### config.mk
export PLATFORM = sky130hd
export DESIGN_NAME = food_placer
export DESIGN_NICKNAME = d
export VERILOG_FILES = /design/src/rtl/food_placer_pkg.sv /design/src/rtl/food_placer_scan.sv /design/src/rtl/food_placer.sv
export SDC_FILE = /design/constraint.sdc
export NUM_CORES = 1
export LEC_CHECK = 0
export ABC_AREA = 1
export BUFFER_PORTS_ARGS = -buffer_cell sky130_fd_sc_hd__buf_4
export CORE_ASPECT_RATIO = 1.2
export CORE_UTILIZATION = 34
export DETAILED_ROUTE_END_ITERATION = 8
export PLACE_DENSITY = 0.55
export SLEW_MARGIN = 40
export SYNTH_ARGS = -nofsm -noshare
export SYNTH_HDL_FRONTEND = slang
export SYNTH_SLANG_ARGS = --single-unit
### constraint.sdc
create_clock -name clk -period 1.46 [get_ports clk]
set_input_delay 0.365 -clock clk [delete_from_list [all_inputs] [get_ports clk]]
set_output_delay 0.365 -clock clk [all_outputs]
set_load 0.01 [all_outputs]
### src/rtl/food_placer_pkg.sv
// Shared types and constants for the food placement controller.
// The SCAN state exists only when FOOD_PLACER_SCAN_EN is defined.
package food_pkg;

    localparam int COORD_W    = 6;
    localparam int DEF_GRID_W = 40;
    localparam int DEF_GRID_H = 30;

    typedef enum logic [2:0] {
        ST_IDLE,
        ST_STEP,
        ST_CHECK,
        ST_QUERY,
        ST_DONE
`ifdef FOOD_PLACER_SCAN_EN
        , ST_SCAN
`endif
    } state_e;

    // Coordinates are 6-bit unsigned; widen before comparing so a 64-cell grid still works.
    function automatic logic in_grid(input logic [COORD_W-1:0] x,
                                     input logic [COORD_W-1:0] y,
                                     input int                 grid_w,
                                     input int                 grid_h);
        return (int'(x) < grid_w) && (int'(y) < grid_h);
    endfunction

endpackage

### src/rtl/food_placer_scan.sv
// Raster cell counter (x fastest) used as the fallback search after the LFSR gives up.
// Present only when FOOD_PLACER_SCAN_EN is defined.
`ifdef FOOD_PLACER_SCAN_EN
module food_scan
    import food_pkg::*;
#(
    parameter int GRID_W = DEF_GRID_W,
    parameter int GRID_H = DEF_GRID_H
) (
    input  logic               clk,
    input  logic               rst,
    input  logic               start_i,
    input  logic               step_i,
    output logic [COORD_W-1:0] x_o,
    output logic [COORD_W-1:0] y_o,
    output logic               last_o
);

    logic [COORD_W-1:0] x_q;
    logic [COORD_W-1:0] y_q;

    always_ff @(posedge clk) begin
        if (rst || start_i) begin
            x_q <= '0;
            y_q <= '0;
        end else if (step_i) begin
            if (x_q == COORD_W'(GRID_W - 1)) begin
                x_q <= '0;
                y_q <= y_q + 1'b1;
            end else begin
                x_q <= x_q + 1'b1;
            end
        end
    end

    assign x_o    = x_q;
    assign y_o    = y_q;
    assign last_o = (x_q == COORD_W'(GRID_W - 1)) && (y_q == COORD_W'(GRID_H - 1));

endmodule
`endif

### src/rtl/food_placer.sv
// Sequences the LFSR to pick a free grid cell for new food, checking each candidate
// against the snake occupancy store. FOOD_PLACER_SCAN_EN adds a raster-scan fallback.
module food_placer
    import food_pkg::*;
#(
    parameter int GRID_W    = DEF_GRID_W,
    parameter int GRID_H    = DEF_GRID_H,
    parameter int MAX_TRIES = 32
) (
    input  logic                 clk,
    input  logic                 rst,
    input  logic                 place_req,
    input  logic [2*COORD_W-1:0] lfsr_data,
    output logic                 lfsr_en,
    output logic                 occ_req,
    output logic [COORD_W-1:0]   occ_x,
    output logic [COORD_W-1:0]   occ_y,
    input  logic                 occ_valid,
    input  logic                 occ_hit,
    output logic                 busy,
    output logic                 food_valid,
    output logic [COORD_W-1:0]   food_x,
    output logic [COORD_W-1:0]   food_y,
    output logic                 fail
);

    localparam int AW = $clog2(MAX_TRIES + 1);

    state_e             state_q;
    logic [AW-1:0]      attempts_q;
    logic               lfsr_en_q;
    logic               occ_req_q;
    logic [COORD_W-1:0] occ_x_q;
    logic [COORD_W-1:0] occ_y_q;
    logic               food_valid_q;
    logic [COORD_W-1:0] food_x_q;
    logic [COORD_W-1:0] food_y_q;
    logic               fail_q;

    logic [COORD_W-1:0] cand_x;
    logic [COORD_W-1:0] cand_y;
    logic               cand_ok;
    logic               tries_spent;
    logic               occ_ans;
    logic               in_scan;
    logic               exhaust;

    assign cand_x      = lfsr_data[COORD_W-1:0];
    assign cand_y      = lfsr_data[2*COORD_W-1:COORD_W];
    assign cand_ok     = in_grid(cand_x, cand_y, GRID_W, GRID_H);
    assign tries_spent = (attempts_q == AW'(MAX_TRIES));
    // An answer only counts while our own query is outstanding.
    assign occ_ans     = (state_q == ST_QUERY) && occ_req_q && occ_valid;

`ifdef FOOD_PLACER_SCAN_EN
    logic               scan_mode_q;
    logic               scan_step;
    logic [COORD_W-1:0] scan_x;
    logic [COORD_W-1:0] scan_y;
    logic               scan_last;

    assign in_scan   = scan_mode_q;
    assign scan_step = occ_ans && occ_hit && scan_mode_q && !scan_last;

    food_scan #(
        .GRID_W (GRID_W),
        .GRID_H (GRID_H)
    ) u_scan (
        .clk     (clk),
        .rst     (rst),
        .start_i (exhaust),
        .step_i  (scan_step),
        .x_o     (scan_x),
        .y_o     (scan_y),
        .last_o  (scan_last)
    );
`else
    assign in_scan = 1'b0;
`endif

    // The LFSR budget is used up either by a rejected or by an occupied final candidate.
    assign exhaust = ((state_q == ST_CHECK) && !cand_ok && tries_spent)
                   || (occ_ans && occ_hit && !in_scan && tries_spent);

    always_ff @(posedge clk) begin
        if (rst) begin
            state_q      <= ST_IDLE;
            attempts_q   <= '0;
            lfsr_en_q    <= 1'b0;
            occ_req_q    <= 1'b0;
            occ_x_q      <= '0;
            occ_y_q      <= '0;
            food_valid_q <= 1'b0;
            food_x_q     <= '0;
            food_y_q     <= '0;
            fail_q       <= 1'b0;
`ifdef FOOD_PLACER_SCAN_EN
            scan_mode_q  <= 1'b0;
`endif
        end else begin
            lfsr_en_q <= 1'b0;
            fail_q    <= 1'b0;
            unique case (state_q)
                ST_IDLE: begin
                    if (place_req) begin
                        state_q      <= ST_STEP;
                        lfsr_en_q    <= 1'b1;
                        food_valid_q <= 1'b0;
                        attempts_q   <= '0;
`ifdef FOOD_PLACER_SCAN_EN
                        scan_mode_q  <= 1'b0;
`endif
                    end
                end
                ST_STEP: begin
                    if (!tries_spent) begin
                        attempts_q <= attempts_q + 1'b1;
                    end
                    state_q <= ST_CHECK;
                end
                ST_CHECK: begin
                    if (cand_ok) begin
                        state_q   <= ST_QUERY;
                        occ_req_q <= 1'b1;
                        occ_x_q   <= cand_x;
                        occ_y_q   <= cand_y;
                    end else if (!tries_spent) begin
                        state_q   <= ST_STEP;
                        lfsr_en_q <= 1'b1;
                    end
                end
                ST_QUERY: begin
                    if (occ_ans) begin
                        occ_req_q <= 1'b0;
                        if (!occ_hit) begin
                            state_q <= ST_DONE;
`ifdef FOOD_PLACER_SCAN_EN
                        end else if (scan_mode_q) begin
                            if (scan_last) begin
                                fail_q  <= 1'b1;
                                state_q <= ST_IDLE;
                            end else begin
                                state_q <= ST_SCAN;
                            end
`endif
                        end else if (!tries_spent) begin
                            state_q   <= ST_STEP;
                            lfsr_en_q <= 1'b1;
                        end
                    end
                end
`ifdef FOOD_PLACER_SCAN_EN
                ST_SCAN: begin
                    state_q   <= ST_QUERY;
                    occ_req_q <= 1'b1;
                    occ_x_q   <= scan_x;
                    occ_y_q   <= scan_y;
                end
`endif
                ST_DONE: begin
                    food_x_q     <= occ_x_q;
                    food_y_q     <= occ_y_q;
                    food_valid_q <= 1'b1;
                    state_q      <= ST_IDLE;
                end
                default: state_q <= ST_IDLE;
            endcase

            // Exhaustion overrides the per-state next state chosen above.
            if (exhaust) begin
`ifdef FOOD_PLACER_SCAN_EN
                state_q     <= ST_SCAN;
                scan_mode_q <= 1'b1;
`else
                state_q     <= ST_IDLE;
                fail_q      <= 1'b1;
`endif
            end
        end
    end

    assign lfsr_en    = lfsr_en_q;
    assign occ_req    = occ_req_q;
    assign occ_x      = occ_x_q;
    assign occ_y      = occ_y_q;
    assign busy       = (state_q != ST_IDLE);
    assign food_valid = food_valid_q;
    assign food_x     = food_x_q;
    assign food_y     = food_y_q;
    assign fail       = fail_q;

endmodule

==> results.tsv <==
metric	value	unit
outcome	finished clean	
Critical Path AT	1020	ps
R2R Setup Slk	110	ps
Worst Path Required	1100	ps
fin crit period	1383	ps
area of the multi-input gates	770.7	um^2
CP Launch Type	register	
worst hold margin	329.9	ps
clk sinks	37	
Seq/Total Area, Yosys	46.65	%
GPL Wtd Cong	0.7815	
crit share post-route	94.73	%
worst slew pin tran	445.5	ps
core region area	4359	um^2
Initial Util	36.42	%
Relative slew margins	70.10	%
register area	750.7	um^2
Post-Synthesis Net Count	235	
antenna cell count	0	
endpoints failing hold	0	
DRT Pass-1 Iters	4	
Setup Skew	6.084	ps
Cells after Synth	216	
Routed WL	3942	um
gr ovfl total	0	
Via density	4.669	
Die ar.	4948	um^2
setup violators final	0	
boundary pin count	46	
Final Net Count	297	
synthesized flop and latch total	37	
Synth warnings	0	
Clock Latency Late Sink	290	ps
CP max FO	5	
leakage	0.0009795	uW
total CTS buffers	5	
Max clock buf depth	2	
Via Count	1564	
Die Wd	64.38	um
Routed Antenna Nets	0	
synthesis-to-layout area growth	41.77	%
largest net degree at the start of global routing	20	
Tot Pwr	2519	uW
vias in the first global route	1481	
cell area after layout	2251	um^2
placed cell area	2077	um^2
Post-Syn Area	1588	um^2
H-Tree Depth	2	
Reg clk slew, reported paths	70	ps
pwr dens	1119	nW/um^2
final cell utilization of the core	51.64	%
# fillers	458	
DRC	0	
Rows	26	
CTS Hold Bufs	0	
kind of critical path	reg -> out	
Max VDD drop	0.4441	mV
Distinct cells, synth	24	
max_cap viols	0	
Root Buffer	clkbuf_8	
Post-Syn Area per Cell	7.351	um^2
post-detailed-placement half-perimeter wirelength	2911	um
chip height	76.86	um
WL per Instance	11.77	um
global-route wire length before repair	6541	um
I/O Buffers	45	
Worst Hold Class	in -> reg	
CTS tree	yes	
initial antenna violation count	0	
Setup crit end kind	output pin	
Slew Viols, Final	0	
Peak Freq	723.0	MHz
initial drt markers	48	
layout cells sized above 1	32.62	%
Tot GR Track Use	16.85	%
layout by cell type (no fill, tap or decap), drive strengths merged:
cell type / count
ha: 2
clkbuf: 6
nand4: 6
a21oi: 23
clkinv: 1
buf: 60
nor2: 36
bufinv: 1
nand3: 12
inv: 21
o21ai: 21
dfxtp: 37
nor3: 2
nand2: 50
clkinvlp: 1
per-layer routing:
| layer | vias up | global-route usage (%) | share of wire, % |
|---|---|---|---|
| li1 | 825 | - | - |
| met2 | 35 | 29.79 | 49 |
| met1 | 698 | 19.13 | 46 |
| met5 | - | 0 | 0 |
| met3 | 6 | 4.315 | 4.4 |
| met4 | 0 | 6.000 | 1.5 |
sequential cells by signal (all words and copies together), names as in the netlist, 3 cells and up:
register    cells
food_x          6
occ_y           6
attempts_q      6
state_q         3
food_y          6
occ_x           6
stage by stage:
step           setup slack [ps]  TNS (ps)  instances
2_1_floorplan             109.7         0        216
3_3_place_gp              17.12         0        326
5_1_grt                  -1.688    -1.688        335
3_5_place_dp             -21.57    -63.95        326
4_1_cts                   31.43         0        334
6_report                  76.87         0        335
power breakdown:
group / internal [uW] / switching [uW]
clock: 555 / 369
combinational: 231 / 268
sequential: 1050 / 42.2
total: 1840 / 680
worst paths after layout:
check,start,end,depth (start not counted)
hold / removal,lfsr_data[0],occ_x[0],3
hold reg to reg,occ_y[0],occ_y[0],2
setup / recovery,state_q[1],busy,3
setup reg to reg,state_q[2],occ_x[4],7
cell families after synthesis:
logic type / Yosys count / share of synthesized area (%)
flip-flops: 37 / 46.65
adder cells (fa/ha/maj): 2 / 1.576
AND/OR/NAND/NOR: 105 / 29.95
buffers and inverters: 28 / 7.249
AO/OA/AOI/OAI: 44 / 14.58
timing repair:
action	CTS	global route
cloned	0	1
endpoints found under the hold margin	0	0
setup buffers	0	0
gates resized for setup	2	14
pin swaps	0	2
endpoints found under the setup margin	1	15
synthesized netlist by cell type:
library cell  instances  area share, %
a21oi_1              23            7.2
buf_2                 1           0.31
buf_6                 1           0.71
clkbuf_1              4           0.95
clkinv_1              1           0.24
clkinv_2              1           0.31
dfxtp_1              37             47
ha_1                  2            1.6
inv_1                17            4.0
inv_2                 3           0.71
nand2_1              49             12
nand2_2               1           0.39
nand3_1              11            3.5
nand3_2               1           0.63
nand4_1               4            1.6
nand4_4               1            1.3
nor2_1               33            7.8
nor2_2                1           0.39
nor2_4                2            1.4
nor3_1                1           0.31
nor3_4                1            1.0
o21ai_0              14            4.4
o21ai_1               6            1.9
o21ai_4               1            1.0
area by class of cell:
type / instances / share of cell area (%)
sequential: 37 / 33.35
timing repair buffer: 60 / 20.18
tap: 56 / 3.113
clock buffer: 6 / 3.669
inverter: 22 / 3.780
multi-input combinational: 152 / 34.24
clock inverter: 2 / 1.668
worst max-delay path: stages (launching register included):
cell	delay, ps
dfxtp_4	380
nor2_4	140
nand2_2	80
buf_4	140
(Power assumes the default switching activity.)
